[src/rtl/button_conditioner.sv]
// button_conditioner: synchronise, debounce and edge-detect the DE1 keys,
// with optional auto-repeat press pulses for held movement buttons.
module button_conditioner #(
    parameter int                 NUM_BTN    = 4,
    parameter int                 DB_CYCLES  = 500000,
    parameter int                 RPT_DELAY  = 15000000,
    parameter int                 RPT_PERIOD = 5000000,
    parameter logic [NUM_BTN-1:0] RPT_MASK   = 4'b0011
) (
    input  logic               clk,
    input  logic               reset_n,
    input  logic [NUM_BTN-1:0] key_n,
    output logic [NUM_BTN-1:0] btn_level,
    output logic [NUM_BTN-1:0] btn_press,
    output logic [NUM_BTN-1:0] btn_release
);
    localparam int DB_W    = $clog2(DB_CYCLES);
    localparam int RPT_MAX = (RPT_DELAY > RPT_PERIOD) ? RPT_DELAY
                                                      : RPT_PERIOD;
    localparam int RPT_W   = (RPT_MAX > 1) ? $clog2(RPT_MAX) : 1;

    localparam logic [DB_W-1:0]  DB_TC  = DB_W'(DB_CYCLES - 1);
    localparam logic [RPT_W-1:0] DLY_TC = RPT_W'(RPT_DELAY - 1);
    localparam logic [RPT_W-1:0] PER_TC = RPT_W'(RPT_PERIOD - 1);

    typedef enum logic [1:0] {
        IDLE,
        DELAY,
        REPEAT
    } rpt_state_t;

    logic [NUM_BTN-1:0] sync_q1;
    logic [NUM_BTN-1:0] sync_q2;
    logic [NUM_BTN-1:0] raw_pressed;

    // two-flop synchroniser; resets to the released (high) level
    always_ff @(posedge clk or negedge reset_n) begin
        if (!reset_n) begin
            sync_q1 <= '1;
            sync_q2 <= '1;
        end else begin
            sync_q1 <= key_n;
            sync_q2 <= sync_q1;
        end
    end

    assign raw_pressed = ~sync_q2;

    for (genvar i = 0; i < NUM_BTN; i++) begin : g_btn
        logic [DB_W-1:0]  db_cnt;
        logic             level_q;
        logic             press_q;
        logic             release_q;
        logic             differ;
        logic             db_done;
        logic             rise;
        logic             fall;
        rpt_state_t       rpt_state;
        rpt_state_t       rpt_state_nxt;
        logic [RPT_W-1:0] rpt_cnt;
        logic [RPT_W-1:0] rpt_cnt_nxt;
        logic             rpt_fire;

        assign differ  = raw_pressed[i] ^ level_q;
        assign db_done = differ && (db_cnt == DB_TC);
        assign rise    = db_done && !level_q;
        assign fall    = db_done && level_q;

        // debounce counter: any cycle of agreement restarts the count
        always_ff @(posedge clk or negedge reset_n) begin
            if (!reset_n) begin
                db_cnt <= '0;
            end else if (!differ || db_done) begin
                db_cnt <= '0;
            end else begin
                db_cnt <= db_cnt + DB_W'(1);
            end
        end

        // accepted level and registered edge pulses
        always_ff @(posedge clk or negedge reset_n) begin
            if (!reset_n) begin
                level_q   <= 1'b0;
                press_q   <= 1'b0;
                release_q <= 1'b0;
            end else begin
                level_q   <= level_q ^ db_done;
                press_q   <= rise | rpt_fire;
                release_q <= fall;
            end
        end

        // auto-repeat state register
        always_ff @(posedge clk or negedge reset_n) begin
            if (!reset_n) begin
                rpt_state <= IDLE;
                rpt_cnt   <= '0;
            end else begin
                rpt_state <= rpt_state_nxt;
                rpt_cnt   <= rpt_cnt_nxt;
            end
        end

        // repeat sequencing; a coinciding release suppresses the pulse
        always_comb begin
            rpt_state_nxt = rpt_state;
            rpt_cnt_nxt   = rpt_cnt;
            rpt_fire      = 1'b0;
            unique case (rpt_state)
                IDLE: begin
                    if (RPT_MASK[i] && rise) begin
                        rpt_state_nxt = DELAY;
                        rpt_cnt_nxt   = '0;
                    end
                end
                DELAY: begin
                    if (fall) begin
                        rpt_state_nxt = IDLE;
                        rpt_cnt_nxt   = '0;
                    end else if (rpt_cnt == DLY_TC) begin
                        rpt_fire      = 1'b1;
                        rpt_state_nxt = REPEAT;
                        rpt_cnt_nxt   = '0;
                    end else begin
                        rpt_cnt_nxt = rpt_cnt + RPT_W'(1);
                    end
                end
                REPEAT: begin
                    if (fall) begin
                        rpt_state_nxt = IDLE;
                        rpt_cnt_nxt   = '0;
                    end else if (rpt_cnt == PER_TC) begin
                        rpt_fire    = 1'b1;
                        rpt_cnt_nxt = '0;
                    end else begin
                        rpt_cnt_nxt = rpt_cnt + RPT_W'(1);
                    end
                end
                default: begin
                    rpt_state_nxt = IDLE;
                    rpt_cnt_nxt   = '0;
                end
            endcase
        end

        assign btn_level[i]   = level_q;
        assign btn_press[i]   = press_q;
        assign btn_release[i] = release_q;
    end

endmodule

[config.mk]
export PLATFORM = sky130hd
export DESIGN_NAME = button_conditioner
export DESIGN_NICKNAME = d
export VERILOG_FILES = /design/src/rtl/button_conditioner.sv
export SDC_FILE = /design/constraint.sdc
export NUM_CORES = 1
export LEC_CHECK = 0
export CORE_UTILIZATION = 51
export CTS_CLUSTER_SIZE = 30
export DETAILED_ROUTE_END_ITERATION = 16
export GPL_ROUTABILITY_DRIVEN = 0
export GPL_TIMING_DRIVEN = 0
export PLACE_DENSITY_LB_ADDON = 0.2
export SLEW_MARGIN = 10
export SYNTH_ARGS = -nofsm -noshare
export SYNTH_HDL_FRONTEND = slang
export SYNTH_SLANG_ARGS = --single-unit
[constraint.sdc]
create_clock -name clk -period 2.75 [get_ports clk]
set_input_delay 0.55 -clock clk [delete_from_list [all_inputs] [get_ports clk]]
set_output_delay 0.55 -clock clk [all_outputs]
set_load 0.005 [all_outputs]
==> impl_metrics.csv, run 1 <==
group,metric,value,unit
outcome,outcome,"complete, no violations",
cells_and_area,finalNetCount,943,
drt,antenna_left,0,
global_routing,first_pass_grt_wire_length,28.4,mm
drt,post_route_drc,0,
run,drv_cap,0,
sta,setup_viol,0,
sta,max_freq,383,MHz
clock_tree,clock_sink_count,148,
sta,hold-worst-slack,50.8,ps
floorplan,dieHeight,128,um
sta,clock_skew,6.98,ps
synth,seq_area_frac_synth,46.0,%
setup_path,critPathSlowestCell,"dfrtp_1",
setup_path,required,3080,ps
setup_path,timing.critical_path.fanout_max,6,
synth,async_flop_share,100,%
pwr,static-leakage-power,3.90,nW
sta,final_period_minus_worst_setup_slack,2610,ps
floorplan,floorplan.initialDensity,52.7,%
setup_path,criticalPathCategory,"reg2reg",
clock_tree,h-tree-depth,4,
cells_and_area,diodes,0,
setup_path,timing.critical_path.cells,"ha_4, and4_1, and3_1, nand4_1, nor2_2, ha_1, nor2b_2, nand3_1, a21oi_4, buf_4, o21ai_0, a22oi_1",
sta,final_max_slew_viol_count,0,
clock_tree,cts.reportedPaths.clkPinSlew,60,ps
cells_and_area,leading_cell_type_in_the_layout_fill_and_taps_excluded,"dfrtp_1",
drt,detailroute.via_count,6345,
cells_and_area,postLayoutCellArea,0.00916,sq mm
place,port_buffers,17,
pwr,worst_ir_drop_vdd,0.425,mV
floorplan,placeableCoreArea,0.0153,sq mm
setup_path,timing.critical_path.arrival,2940,ps
synth,yosys_register_bits,148,
place,placed_cells_incl_taps,1107,
drt,avgRoutedWirePerCell,14.2,um
synth,synth_cell_types,65,
floorplan,floorplan.die.width,128,um
worst_hold_path,worstHoldPathType,"in2async",
setup_path,crit_path_start_kind,"register",
floorplan,num_io_pins,18,
cells_and_area,most-common-layout-cells,"dfrtp_1, nor2_1, nand2_1",
synth,total_nets_after_synthesis,904,
synth,syn_inst,878,
setup_path,worst_setup_path_end_kind,"register",
clock_tree,clkLatencyLatePin,420,ps
pwr,power_per_unit_of_standard_cell_area,491,mW/mm^2
synth,postSynth.topFlopCell,"dfrtp_1",
sta,worst_slack,142,ps
sta,finalCritPeriodShare,94.8,%
global_routing,grt_util_all_layers,21.5,%
synth,post_synth_instance_area,0.00807,sq mm
global_routing,largest_net_degree_at_the_start_of_global_routing,92,
sta,hold_viol,0,
drt,drc_marker_count_from_the_first_detailed_route_iteration,445,
synth,yosys_warnings,0,
global_routing,overflow,0,
clock_tree,clock_path_buffers,2,
clock_tree,cts_made_buffers,17,
sta,worst-slew-pin-transition,1310,ps
floorplan,design.die.area,0.0163,sq mm
floorplan,placementRows,45,
sta,slew_headroom,12.0,%
global_routing,antenna_found_initial,0,
cells_and_area,post_layout_nonfiller_instances,1141,
drt,initial_drt_pass_iterations,5,
cells_and_area,final_layout_size_suffix_gt1_share,9.46,%
clock_tree,clk_root_buffer_cell,"clkbuf_16",
place,preCtsSetupSlack,-298,ps
synth,synthesis.area_per_instance,9.19,sq um
synth,synth_edf_count,0,
place,postPlaceCellArea,0.00854,sq mm
drt,drt_wl_total,16.2,mm
global_routing,vias_in_the_first_global_route,6081,
clock_tree,tritoncts,"built",
setup_path,timing.critical_path.slowest_cell_delay,430,ps
cells_and_area,fillCellCount,1371,
cells_and_area,syn2layout_area_growth,13.5,%
place,detailedPlacementHpwl,10.8,mm
drt,vias_per_cell,5.56,
sta,grt_setup_unrepaired,"false",
sta,finalSetupTns,0,ps
-- layer usage --
layer	share of wire, %	up-vias	global-route usage (%)
met5	0	-	0
met4	0.98	0	6.09
met3	3.9	16	4.97
met2	45	134	33.8
met1	50	3025	29.9
li1	-	3170	-
-- worst max-delay path: cells and delay by family (launching register included) --
| family | cells | cell delay [ps] |
|---|---|---|
| compound gates | 3 | 540 |
| fa+ha+maj | 2 | 450 |
| buf+inv | 1 | 170 |
| simple gates | 6 | 940 |
| flops | 1 | 430 |
-- per-stage QoR --
stage	total power [W]	util, %
finish	0.00450	59.8
detailed placement	0.00237	55.7
CTS	0.00457	59.4
global route	0.00470	59.8
floorplan	0.00230	-
global placement	0.00236	55.5
-- registers in the layout, summed over array words and instances, names as in the netlist --
register / cells
g_btn.db_cnt: 76
g_btn.rpt_cnt: 48
g_btn.level_q: 4
g_btn.press_q: 4
g_btn.release_q: 4
g_btn.rpt_state: 4
sync_q1: 4
sync_q2: 4
-- final cells by class --
cell class | instances | area [sq um] | share of cell area (%)
timing repair buffer | 21 | 225 | 2.46
buffer | 41 | 240 | 2.62
clock inverter | 6 | 82.6 | 0.901
inverter | 44 | 165 | 1.80
clock buffer | 26 | 459 | 5.01
multi-input combinational | 644 | 4010 | 43.8
tap | 211 | 264 | 2.88
sequential | 148 | 3710 | 40.5
-- Yosys cell counts, drive strengths merged (3+ instances only) --
cell     number  area, sq um
ha           20          250
a21oi         3         22.5
xnor2        34          298
xor2         39          342
o21ai        22          110
or4           6         48.8
inv          44          165
o211ai       20          150
o22ai        11         68.8
dfrtp       140         3500
or2           3         18.8
o2111ai       7         61.3
o221ai       15          131
nand2        96          360
and3         20          125
a41oi         3         26.3
and4          8         70.1
nor4b         7         61.3
or3           8         50.1
o21a          6         45.0
a31oi         7         43.8
dfstp         8          210
nand2b       11         68.8
a21boi        3         22.5
and2         12         75.1
nor2b         8         50.1
nor2        122          458
clkbuf       20         76.3
a22oi         9         67.6
nor3         27          135
nand3        50          268
nand4        24          150
nor4         18          146
buf          22          149
o21bai        4         30.0
-- cell families (layout without fill, tap and decap cells) --
kind of cell,after synthesis,count (layout),share of synthesized area (%)
simple gates,431,431,27.1
flops,148,148,46.0
compound gates,120,120,11.0
buf+inv,86,138,4.84
xor+xnor,73,73,7.92
fa+ha+maj,20,20,3.10
-- path summary, 6_finish.rpt --
path	start	end	slack, ps	depth (start not counted)
max	g_btn[0].db_cnt[0]$_DFF_PN0_	g_btn[0].rpt_cnt[18]$_DFFE_PN0P_	140	12
max reg2reg	g_btn[0].db_cnt[0]$_DFF_PN0_	g_btn[0].rpt_cnt[18]$_DFFE_PN0P_	140	12
max in group asynchronous	reset_n	sync_q1[1]$_DFF_PN1_	1890	2
min reg2reg	sync_q1[2]$_DFF_PN1_	sync_q2[2]$_DFF_PN1_	360	0
min in group clk	sync_q1[2]$_DFF_PN1_	sync_q2[2]$_DFF_PN1_	360	0
min	reset_n	g_btn[0].rpt_cnt[21]$_DFFE_PN0P_	50	1
-- power breakdown --
| group | total (W) | switching (W) | internal [W] | leakage [nW] |
|---|---|---|---|---|
| Clock | 0.00217 | 0.000836 | 0.00133 | 0.260 |
| Sequential | 0.00222 | 0.0000185 | 0.00220 | 2.03 |
| Combinational | 0.000107 | 0.0000744 | 0.0000323 | 1.60 |
-- what timing repair did --
action,in CTS,in global routing
endpoints found under the setup margin,25,47
gates resized for setup,7,24
pin swaps,0,2
setup buffers,0,3
hold buffers,0,0
Note: power is estimated with default switching activity, not from simulation.
==> run 2, diff against run 1 <==
==> constraint.sdc (replaced) <==
create_clock -name clk -period 2.75 [get_ports clk]
set_input_delay 0.6875 -clock clk [delete_from_list [all_inputs] [get_ports clk]]
set_output_delay 0.6875 -clock clk [all_outputs]
set_load 0.005 [all_outputs]
==> results of run 2 <==
The final DEF is identical to that of run 1. Status: complete, no violations.
Main changes from that run: hold slack 50.8 ps -> 188 ps
==> edit, RTL diff (settings of run 2) <==
Change the parameter `NUM_BTN` from 4 to 3.
--- a/src/rtl/button_conditioner.sv
+++ b/src/rtl/button_conditioner.sv
@@ -2,5 +2,5 @@
 // with optional auto-repeat press pulses for held movement buttons.
 module button_conditioner #(
-    parameter int                 NUM_BTN    = 4,
+    parameter int                 NUM_BTN    = 3,
     parameter int                 DB_CYCLES  = 500000,
     parameter int                 RPT_DELAY  = 15000000,
Interface: changed (resized btn_level, btn_press, btn_release and key_n); port bits go from 18 to 14. The function was not compared with the original's and may differ.
==> edit against run 2 <==
Cell area shrank 15%; area after synthesis decreased by 16%; first-iteration DRC count down 4.9%; synthesized cell count decreased by 15%; sequential cell count decreased by 24; power down 9.8%; combinational power fell by 20%; setup slack better by 0.014 ns; global-route usage rose by 0.49 points; routed wire length fell by 12%; critical path type unchanged; largest cell class unchanged.
==> edit: results (changes against run 2) <==
- Post-CTS Setup Inserts: 3 (+3)
- Largest regs: g_btn.db_cnt (57), g_btn.rpt_cnt (48), g_btn.rpt_state (4)
- Placed cells: 931 (-16%)
- FF-to-FF path depth: 10 (-2)
- DP Area: 0.00719 mm2 (-16%)
- DP Worst Slack: -0.595 ns (-0.297 ns)
- Number of port buffers: 13 (-4)
- Routed WL per cell: 14.8 um (+4.0%)
- Status: complete, no violations
- Via density: 5.60 (+0.75%)
- Main area contributors after synthesis: dfrtp_1, nand2_1, nor2_1
- Layout net count: 803 (-15%)
- Worst R2R End: g_btn[0].rpt_cnt[13]
- Vias in the first global route: 5452 (-10%)
- Crit-path slowest cell: or4b_2
- Arrival time at the worst endpoint: 2.95 ns (about the same)
- Worst Max-Slew Pin Slew: 0.905 ns (-0.403 ns)
- Iter 0 DRT Violations: 423 (-4.9%)
- Largest net degree at the start of global routing: 66 (-28%)
- GRT Total Usage: 0.220 (+0.00491)
- DP Wirelength: 9.82 mm (-9.4%)
- Syn Nets: 767 (-15%)
- Layout cells sized above 1: 0.122 (+0.0275)
- Area growth, synth to finish: 14.8%
- Max stage delay on crit path: 0.68 ns (+0.25 ns)
- NetSw: 0.882 mW (-5.0%)
- Skew final: 0.00692 ns (-0.0000614 ns)
[edit: cell types whose count changed in the layout (fill, tap and decap cells not counted), sizes merged, moves of 5 or more]
cell and delta:
o211ai -16, o22ai -11, dfrtp -22, nor2 -20, nand3 -20, clkbuf -13
inv -14, nor3 -10, nand2 +14, or3 -5, nand2b -5, and3 -5
o21ai +8, clkinv +6
[edit: metal layers]
| metal | track usage | routed length [um] |
|---|---|---|
| met5 | 0 | 0 |
| met2 | 0.359 | 6940 |
| met4 | 0.0817 | 268 |
| met1 | 0.275 | 6510 |
| met3 | 0.0649 | 534 |
[edit: power groups by stage]
stage | Combinational (mW) | Sequential [mW] | Clock (mW)
after detailed placement | 0.0896 | 1.89 | 0
after CTS | 0.0899 | 1.86 | 2.15
after global routing | 0.102 | 1.86 | 2.24
final | 0.0858 | 1.86 | 2.11
after global placement | 0.0827 | 1.89 | 0
after floorplan | 0.0340 | 1.89 | 0
[edit: critical path, delay by kind of cell (launching register included)]
kind	cells	cell delay (ns)
compound gates	1	0.13
fa+ha+maj	1	0.22
buf+inv	1	0.24
flops	1	0.40
simple gates	7	1.52
[edit: kinds of logic after synthesis]
logic type | Yosys count | share of synthesized area
AOI/OAI and AO/OA | 85 | 0.0889
DFF | 124 | 0.456
buffers and inverters | 65 | 0.0453
adders and majority gates | 17 | 0.0312
and+or+nand+nor | 380 | 0.283
xor gates and xnor gates | 74 | 0.0951
[edit: cell type report]
class,instances,area [um2],area share
Sequential cell,124,3110,0.398
Multi-Input combinational cell,556,3440,0.439
Tap cell,172,215,0.0275
Clock inverter,11,93.8,0.0120
Buffer,34,198,0.0253
Inverter,30,113,0.0144
Timing Repair Buffer,18,186,0.0238
Clock buffer,21,470,0.0601
